## src/rtl/trs_in_responder.sv

```systemverilog
// trs_in_responder: answers Z80 IN cycles to the LE18 data port.
// Holds the Z80 in WAIT until the display block's read pipeline strobes
// le18_dout_rdy, then latches that byte and drives it until the IN ends.
// Optional feature macro: TRS_IN_TIMEOUT_EN (forced release from WAIT_DATA
// after TIMEOUT_CYCLES cycles, returning 8'hFF and setting timeout_flag).
module trs_in_responder #(
   parameter logic [7:0] PORT           = 8'hEC,
   parameter int         TIMEOUT_CYCLES = 64
) (
   input  logic       clk,
   input  logic       reset,
   input  logic [7:0] TRS_A,
   input  logic       TRS_IN,
   input  logic [7:0] le18_dout,
   input  logic       le18_dout_rdy,
   output logic [7:0] TRS_DOUT,
   output logic       TRS_DOUT_EN,
   output logic       TRS_WAIT,
   output logic       timeout_flag
);

   typedef enum logic [1:0] {
      IDLE      = 2'd0,
      WAIT_DATA = 2'd1,
      DRIVE     = 2'd2,
      HOLD      = 2'd3
   } state_t;

   state_t state, state_next;

   logic qual;
   logic qual_prev;
   logic qual_rise;
   logic timeout_hit;
   logic load_data;
   logic load_timeout;

   // An IN is ours only when the low address byte matches the served port.
   assign qual      = TRS_IN & (TRS_A == PORT);
   // qual_prev resets high so an IN already in progress at reset release
   // never looks like a fresh edge.
   assign qual_rise = qual & ~qual_prev;

`ifdef TRS_IN_TIMEOUT_EN
   localparam int CW = $clog2(TIMEOUT_CYCLES + 1);

   logic [CW-1:0] count;

   assign timeout_hit = (state == WAIT_DATA) && (count == CW'(TIMEOUT_CYCLES - 1));

   // Cycles spent in WAIT_DATA; cleared on entry, saturates at all-ones.
   always_ff @(posedge clk or negedge reset) begin
      if (!reset) begin
         count <= '0;
      end else if (state == IDLE && qual_rise) begin
         count <= '0;
      end else if (state == WAIT_DATA && count != '1) begin
         count <= count + CW'(1);
      end
   end

   // Sticky record that at least one read was released by timeout.
   always_ff @(posedge clk or negedge reset) begin
      if (!reset) begin
         timeout_flag <= 1'b0;
      end else if (load_timeout) begin
         timeout_flag <= 1'b1;
      end
   end
`else
   logic timeout_unused;

   assign timeout_unused = (TIMEOUT_CYCLES != 0);
   assign timeout_hit    = 1'b0;
   assign timeout_flag   = 1'b0;
`endif

   // State register plus the previous-cycle qual used for edge detection.
   always_ff @(posedge clk or negedge reset) begin
      if (!reset) begin
         state     <= IDLE;
         qual_prev <= 1'b1;
      end else begin
         state     <= state_next;
         qual_prev <= qual;
      end
   end

   // Next-state logic; abort beats rdy, and rdy beats timeout.
   always_comb begin
      state_next   = state;
      load_data    = 1'b0;
      load_timeout = 1'b0;
      case (state)
         IDLE: begin
            if (qual_rise) begin
               state_next = WAIT_DATA;
            end
         end
         WAIT_DATA: begin
            if (!TRS_IN) begin
               state_next = IDLE;
            end else if (le18_dout_rdy) begin
               load_data  = 1'b1;
               state_next = DRIVE;
            end else if (timeout_hit) begin
               load_timeout = 1'b1;
               state_next   = DRIVE;
            end
         end
         DRIVE: begin
            if (!TRS_IN) begin
               state_next = HOLD;
            end
         end
         HOLD: begin
            state_next = IDLE;
         end
         default: begin
            state_next = IDLE;
         end
      endcase
   end

   // WAIT is combinational so the Z80 is held in the very cycle the IN is seen.
   always_comb begin
      TRS_WAIT = (state == WAIT_DATA) || ((state == IDLE) && qual_rise);
   end

   // Read-data latch and registered bus enable (high exactly while in DRIVE).
   always_ff @(posedge clk or negedge reset) begin
      if (!reset) begin
         TRS_DOUT    <= 8'h00;
         TRS_DOUT_EN <= 1'b0;
      end else begin
         if (load_data) begin
            TRS_DOUT <= le18_dout;
         end else if (load_timeout) begin
            TRS_DOUT <= 8'hFF;
         end
         TRS_DOUT_EN <= (state_next == DRIVE);
      end
   end

endmodule

```

## config.mk

```make
export PLATFORM = sky130hd
export DESIGN_NAME = trs_in_responder
export DESIGN_NICKNAME = d
export VERILOG_FILES = /design/src/rtl/trs_in_responder.sv
export SDC_FILE = /design/constraint.sdc
export NUM_CORES = 1
export LEC_CHECK = 0
export BUFFER_PORTS_ARGS = -buffer_cell sky130_fd_sc_hd__clkbuf_2
export CORE_UTILIZATION = 34
export CTS_CLUSTER_SIZE = 30
export DETAILED_ROUTE_END_ITERATION = 7
export GPL_ROUTABILITY_DRIVEN = 0
export PLACE_DENSITY = 0.65
export SYNTH_ARGS = -nofsm -noshare
export SYNTH_HDL_FRONTEND = slang
export SYNTH_SLANG_ARGS = --single-unit
export TNS_END_PERCENT = 20
```

## constraint.sdc

```tcl
create_clock -name clk -period 1.4 [get_ports clk]
set_input_delay 0.35 -clock clk [delete_from_list [all_inputs] [get_ports clk]]
set_output_delay 0.35 -clock clk [all_outputs]
set_load 0.05 [all_outputs]
```

After elaboration in Yosys (flattened, before gate mapping) --
Index checks and enable logic that the tools add are counted.
Storage, ports and cells: register bits 12, input bits 20, output and inout bits 11, logic and storage cells 24
Operators by class: equality and inequality tests 5, multiplexer cells 9, bitwise logic cells 3, reductions and logical operators 3
Operators with widths (number):
- 8-bit == test (second input constant) | 1
- 2-bit 2-to-1 mux | 4
- 8-bit 2-to-1 mux | 1
- 2-bit case mux with 4 select lines | 1
- 2-bit == test (second input constant) | 3
- 1-bit 2-to-1 mux | 3
- 1-bit bitwise AND | 2
- 2-bit by 1-bit == test with 1-bit output (second input constant) | 1
- 2-bit logical NOT | 1
- 1-bit logical AND | 1
- 1-bit logical OR | 1
- 1-bit NOT | 1

Longest topological paths before layout --
Gate-level depths: netlist of the first run.
depth in word-level cells 6, mapped depth 3, gate-level depth less buffers 3

Worst setup path after synthesis of the first run --
No wires, ideal clock.
path type input to output, from input TRS_A[4], to output TRS_WAIT, arrival time 1556 ps, required time 1050 ps, setup slack -506 ps, stages on the path 3, buffers on the path 0, path through nand3b_1 -> or3_1 -> o21bai_1
On the way: word-level cells in the longest chain between the ends 5
Ends and longest elaborated chain:
- from (decl) | RTL line 12 | input logic [7:0] TRS_A,
- 8-bit == test | RTL line 39 | assign qual = TRS_IN & (TRS_A == PORT);
- 1-bit bitwise AND | RTL line 39
- 1-bit bitwise AND | RTL line 42 | assign qual_rise = qual & ~qual_prev;
- 1-bit logical AND | RTL line 127 | TRS_WAIT = (state == WAIT_DATA) || ((state == IDLE) && qual_rise);
- 1-bit logical OR | RTL line 127
- to (decl) | RTL line 18 | output logic TRS_WAIT,
No other way between the ends.

Final worst setup path of the first run --
from register state[1], to output TRS_WAIT
On the way: word-level cells in the longest chain between the ends 3, elaborated cells on any way between the ends 4, classes of those cells 1 x eq/ne; 3 x reduce/logical
Ends and longest elaborated chain:
- from (decl) | RTL line 29 | state_t state, state_next;
- from (signal assigned) | RTL line 84 | state <= state_next;
- 2-bit logical NOT | RTL line 127
- 1-bit logical AND | RTL line 127
- 1-bit logical OR * | RTL line 127
Every way passes the cells marked *; elsewhere a longest branch is shown, timed or not.

==> results of run 1 <==
per-stage QoR:
| step | cells | TNS, ns |
|---|---|---|
| detailed placement | 85 | -0.284 |
| finish | 91 | -0.271 |
| CTS | 91 | -0.304 |
| floorplan | 38 | -0.114 |
| global placement | 85 | -0.283 |
| global route | 91 | -0.323 |
flip-flops by register name, summed over array words and instances, names as in the netlist:
register and flops:
state 2, TRS_DOUT 8, TRS_DOUT_EN 1, qual_prev 1
worst max-delay path, delay by kind of cell (launching register included):
| kind | cells | cell delay [ns] |
|---|---|---|
| buffers and inverters | 1 | 0.15 |
| AOI/OAI and AO/OA | 1 | 0.13 |
| and+or+nand+nor | 1 | 0.38 |
| DFF | 1 | 0.39 |
metal layers:
| metal | wire length, um | track usage [%] | vias up |
|---|---|---|---|
| met4 | 6 | 10.0 | 0 |
| li1 | - | - | 209 |
| met5 | 0 | 0 | - |
| met3 | 50 | 4.89 | 2 |
| met2 | 448 | 19.1 | 13 |
| met1 | 463 | 22.0 | 200 |
synthesized netlist by cell type, drive strengths merged:
cell,instances
dfrtp,11
mux2,8
nand2,2
nor2b,2
or3,2
a21boi,1
a2bb2oi,1
buf,1
conb,1
dfstp,1
nand2b,1
nand3,1
nand3b,1
nand4,1
nor2,1
o21ai,1
o21bai,1
or4,1
cell type report:
type | count | area (um2) | area share (%)
repair buffers | 35 | 203 | 25.8
multi-input cells | 25 | 228 | 28.9
well taps | 15 | 18.8 | 2.38
clock buffers | 4 | 36.3 | 4.61
flip-flops and latches | 12 | 302 | 38.3
power by group:
| group | internal (mW) | total [mW] | switching, mW | leakage [nW] |
|---|---|---|---|---|
| registers | 0.488 | 0.557 | 0.0691 | 0.151 |
| clock network | 0.158 | 0.275 | 0.117 | 0.0210 |
| logic | 0.279 | 0.901 | 0.622 | 0.232 |
| total | 0.925 | 1.73 | 0.808 | 0.404 |
cell families after synthesis:
logic type | count (synthesis) | share of synthesized area (%)
other | 1 | 0.731
multiplexers | 8 | 17.6
flip-flops | 12 | 58.8
AO/OA/AOI/OAI | 4 | 5.61
AND/OR/NAND/NOR | 12 | 15.9
buffers and inverters | 1 | 1.46
worst max-delay path by stage:
stage	from	end	cells past startpoint
final	state[1]$_DFF_PN0_	TRS_WAIT	3
after global routing	state[1]$_DFF_PN0_	TRS_WAIT	3
after CTS	state[1]$_DFF_PN0_	TRS_WAIT	3
after detailed placement	TRS_A[4]	TRS_WAIT	5
after global placement	TRS_A[4]	TRS_WAIT	5
after floorplan	TRS_A[4]	TRS_WAIT	3
timing repair:
item,in CTS,in global routing
resized for setup,3,2
buffers inserted,1,0
hold buffers,1,0
setup endpoints to repair,1,6
hold endpoints to repair,11,0
cells in the final DEF (no fill, tap or decap):
cell	netlist	routed
a2bb2oi_1	1	1
dfstp_2	1	1
clkbuf_8	0	1
clkbuf_2	0	28
or3_1	2	1
dfrtp_1	11	11
mux2_2	8	8
nand3_4	0	1
nor2b_4	1	1
or3_4	0	1
o21ai_1	1	1
nor2b_1	1	1
nor2_1	1	1
o21bai_4	0	1
dlygate4sd3_1	0	1
or4_1	1	1
a21boi_0	1	1
nand2b_1	1	1
nand4_1	1	1
nand3b_1	1	1
clkbuf_4	0	3
buf_8	0	1
conb_1	1	1
nand2_1	2	2
buf_4	1	5
==> metrics.cfg, run 1 <==
[outcome]
status=complete, but fails checks
violations=setup timing

[setup_path]
crit_path_cell_trace=or3_4, o21bai_4, buf_8
worstSetupEndpointType=primary output
arrival_ns=1.32
cp.required_ns=1.05
worstReg2RegStart=state[1]$_DFF_PN0_
start_kind=register
reg2reg_slack_ns=0.14
rr_worst_depth=4
cp_slowest_cell=dfrtp_1
crit_fanout=2
rr_endpoint=TRS_DOUT[1]$_DFFE_PN0P_
cp_slowest_stage_delay_ns=0.39
crit_type=register to primary output

[global_route]
grt_overflow=0
grt_first_pass_wirelength_um=1610
grt_pass1_vias=363
grt_max_degree=13
grt_use_total_pct=15.3
grt_antenna_before_repair=0

[cts]
cts_sinks=12
clock_path_buffers=2
numCtsBuffers=3
cts_tree=yes
clk_latency_ns=0.27
clk_pin_slew_ns=0.08
htree_levels=1
root_buffer=clkbuf_4

[synth]
synth_cell_types=19
ys_seq_area_share_pct=58.8
synthTopCellsByArea=dfrtp_1 (54%), mux2_2 (18%), dfstp_2 (5.1%)
synth_top_cell_area_share_pct=53.7
yosys.area.top_type=dfrtp_1
ys_ff_latch=12
synth_cells=38
syn_nets=58
synth_area_um2=513
syn-mean-instance-area_um2=13.5
yosys_warnings=0

[final_layout]
fin_nets=97
antenna_cells=0
synthToLayoutAreaGrowth_pct=53.4
fin_area_um2=787
fill_cells=120
utilization_pct=58.3
final_layout_size_suffix_gt1_share_pct=67.1

[place]
dpl_worst_slack_ns=-0.284
hpwlAfterDp_um=771
port_buffers=29
dpl-instance-area_um2=711

[pwr]
power_mw=1.73
powerDensity_nw_per_um2=2200
total_leakage_power_nw=0.404
ir_worst_vdd_uv=1080

[route]
ant_nets=0
drt-initial-drc-count=3
detail_route.vias_per_cell=4.66
drc=0
routed_wl_um=968
num_vias=424
firstDrtPassIters=2
wire_per_inst_um=10.6

[sta]
min_period_ns=1.67
fin_skew_ns=0.00128
max_freq_mhz=599
hold_slack_ns=0.303
fin_ws_ns=-0.271
finalHoldViolations=0
rsz0062_at_grt=true
setup_violations=1
maxSlewViolCount=0
finalCritPeriodShare_pct=119

[flow_run]
drv_cap=0

[worst_hold_path]
worstHoldPathType=input port to register
hold_path_depth=2
min_from=le18_dout[2]
hold_end=TRS_DOUT[2]$_DFFE_PN0P_

[floorplan]
rows=13
design.die.area_um2=1670
die_y_um=40.8
initial_utilization_pct=38.0
die_width_um=40.8
ioPinCount=31
fp.coreArea_um2=1350

Power figures use the tool's default switching activity.
==> inputs of run 2 (changes only) <==
- TNS_END_PERCENT: 20 -> unset
- clock period: 1.4 -> 2.17 ns (I/O delays scaled with it)
==> run 2 against run 1 <==
  * The flow now finishes without violations
  * Global-route usage shrank 2.3 points
  * Critical path type is now input port to primary output
  * Register-to-register slack gained 0.76 ns
  * Clock power shrank 36%
  * Combinational power is 41% lower
  * Power shrank 38%
==> metrics.cfg, run 2 (synthesis results as in run 1) <==
[floorplan]
die_y_um=40.8
initial_utilization_pct=38.0
rows=13
die_width_um=40.8
fp.coreArea_um2=1350
design.die.area_um2=1670
ioPinCount=31

[route]
wl_met3_um=68
top_layer=met3
drc=0
dr_wl_met2_um=435
firstDrtPassIters=2
routed_wl_um=888
ant_nets=0
m1WireLength_um=384
drt-initial-drc-count=2
num_vias=403
wire_per_inst_um=10.4
detail_route.vias_per_cell=4.74

[cts]
cts_tree=yes
cts_resized=0
numCtsBuffers=3
hold_buffers=0
cts_setup_buffers=0
root_buffer=clkbuf_4
clk_latency_ns=0.27
htree_levels=1
clock_path_buffers=2
cts_sinks=12
clk_pin_slew_ns=0.08

[final_layout]
antenna_cells=0
synthToLayoutAreaGrowth_pct=38.3
utilization_pct=52.5
largest_reg_flops=8
final_layout_size_suffix_gt1_share_pct=64.3
fin_area_um2=709
layout_common_cells=clkbuf_2 (29), dfrtp_1 (11), mux2_2 (8)
fin_nets=91
largest_register=TRS_DOUT
reg_top3=TRS_DOUT (8), state (2)
final_common_cell=clkbuf_2

[global_route]
grt_max_degree=13
grt_first_pass_wirelength_um=1320
grt_use_total_pct=13.0
grt_pass1_vias=319
grt_overflow=0
grt_antenna_before_repair=0

[sta]
finalHoldViolations=0
min_period_ns=2.09
fin_skew_ns=0.00122
setup-tns-final_ns=0
max_freq_mhz=479
maxSlewViolCount=0
rsz0062_at_grt=false
hold_slack_ns=0.140
finalCritPeriodShare_pct=96.1
setup_violations=0

[pwr]
powerDensity_nw_per_um2=1510
ir_worst_vdd_uv=645
total_leakage_power_nw=0.372
power_mw=1.07

[worst_hold_path]
worstHoldPathType=input port to asynchronous set/reset pin

[setup_path]
worstSetupEndpointType=primary output
arrival_ns=1.54
reg2reg_slack_ns=0.90
worstReg2RegStart=state[1]$_DFF_PN0_
rr_endpoint=TRS_DOUT[4]$_DFFE_PN0P_
critPathLaunch=TRS_IN
cp.required_ns=1.63
rr_worst_depth=3
crit_path_end=TRS_WAIT
start_kind=input port
crit_fanout=5
crit_type=input port to primary output

[place]
port_buffers=29
dpl-instance-area_um2=673

[flow_run]
drv_cap=0

[outcome]
status=finished, final reports clean

==> run 2: cell type report <==
class | instances | area (um2)
clock buffers | 4 | 36.3
fillers | 130 | 641
multi-input cells | 25 | 208
flip-flops and latches | 12 | 302
well taps | 15 | 18.8
repair buffers | 29 | 145
==> run 2: routing by layer <==
| metal | up-vias | GRT usage, % |
|---|---|---|
| li1 | 196 | - |
| met1 | 191 | 16.1 |
| met2 | 16 | 18.0 |
| met3 | 0 | 8.15 |
| met4 | 0 | 5.00 |
| met5 | - | 0 |
==> run 2: worst min path at each step <==
stage          startpoint                       to  slack (ns)  depth (start not counted)
2_1_floorplan       reset  TRS_DOUT[0]$_DFFE_PN0P_        0.25                          0
3_3_place_gp        reset    TRS_DOUT_EN$_DFF_PN0_        0.44                          1
3_5_place_dp        reset    TRS_DOUT_EN$_DFF_PN0_        0.44                          1
4_1_cts             reset    TRS_DOUT_EN$_DFF_PN0_        0.15                          1
5_1_grt             reset    TRS_DOUT_EN$_DFF_PN0_        0.15                          1
6_report            reset    TRS_DOUT_EN$_DFF_PN0_        0.14                          1
==> run 2: metrics by stage <==
stage,cells,setup WS (ns)
after global placement,81,0.0944
after CTS,85,0.0765
after detailed placement,81,0.0823
after global routing,85,0.0198
final,85,0.0836
after floorplan,38,0.156
==> run 2: critical path: stages <==
cell	delay, ns
clkbuf_2	0.12
nand4_1	0.09
or3_1	0.36
o21bai_2	0.14
clkbuf_2	0.28
==> run 2: where the power goes <==
group          total [mW]  leakage, nW  switching, mW  internal [mW]
registers           0.362        0.151         0.0473          0.315
logic               0.534        0.200          0.386          0.148
clock network       0.175       0.0210         0.0736          0.102
total                1.07        0.372          0.507          0.565
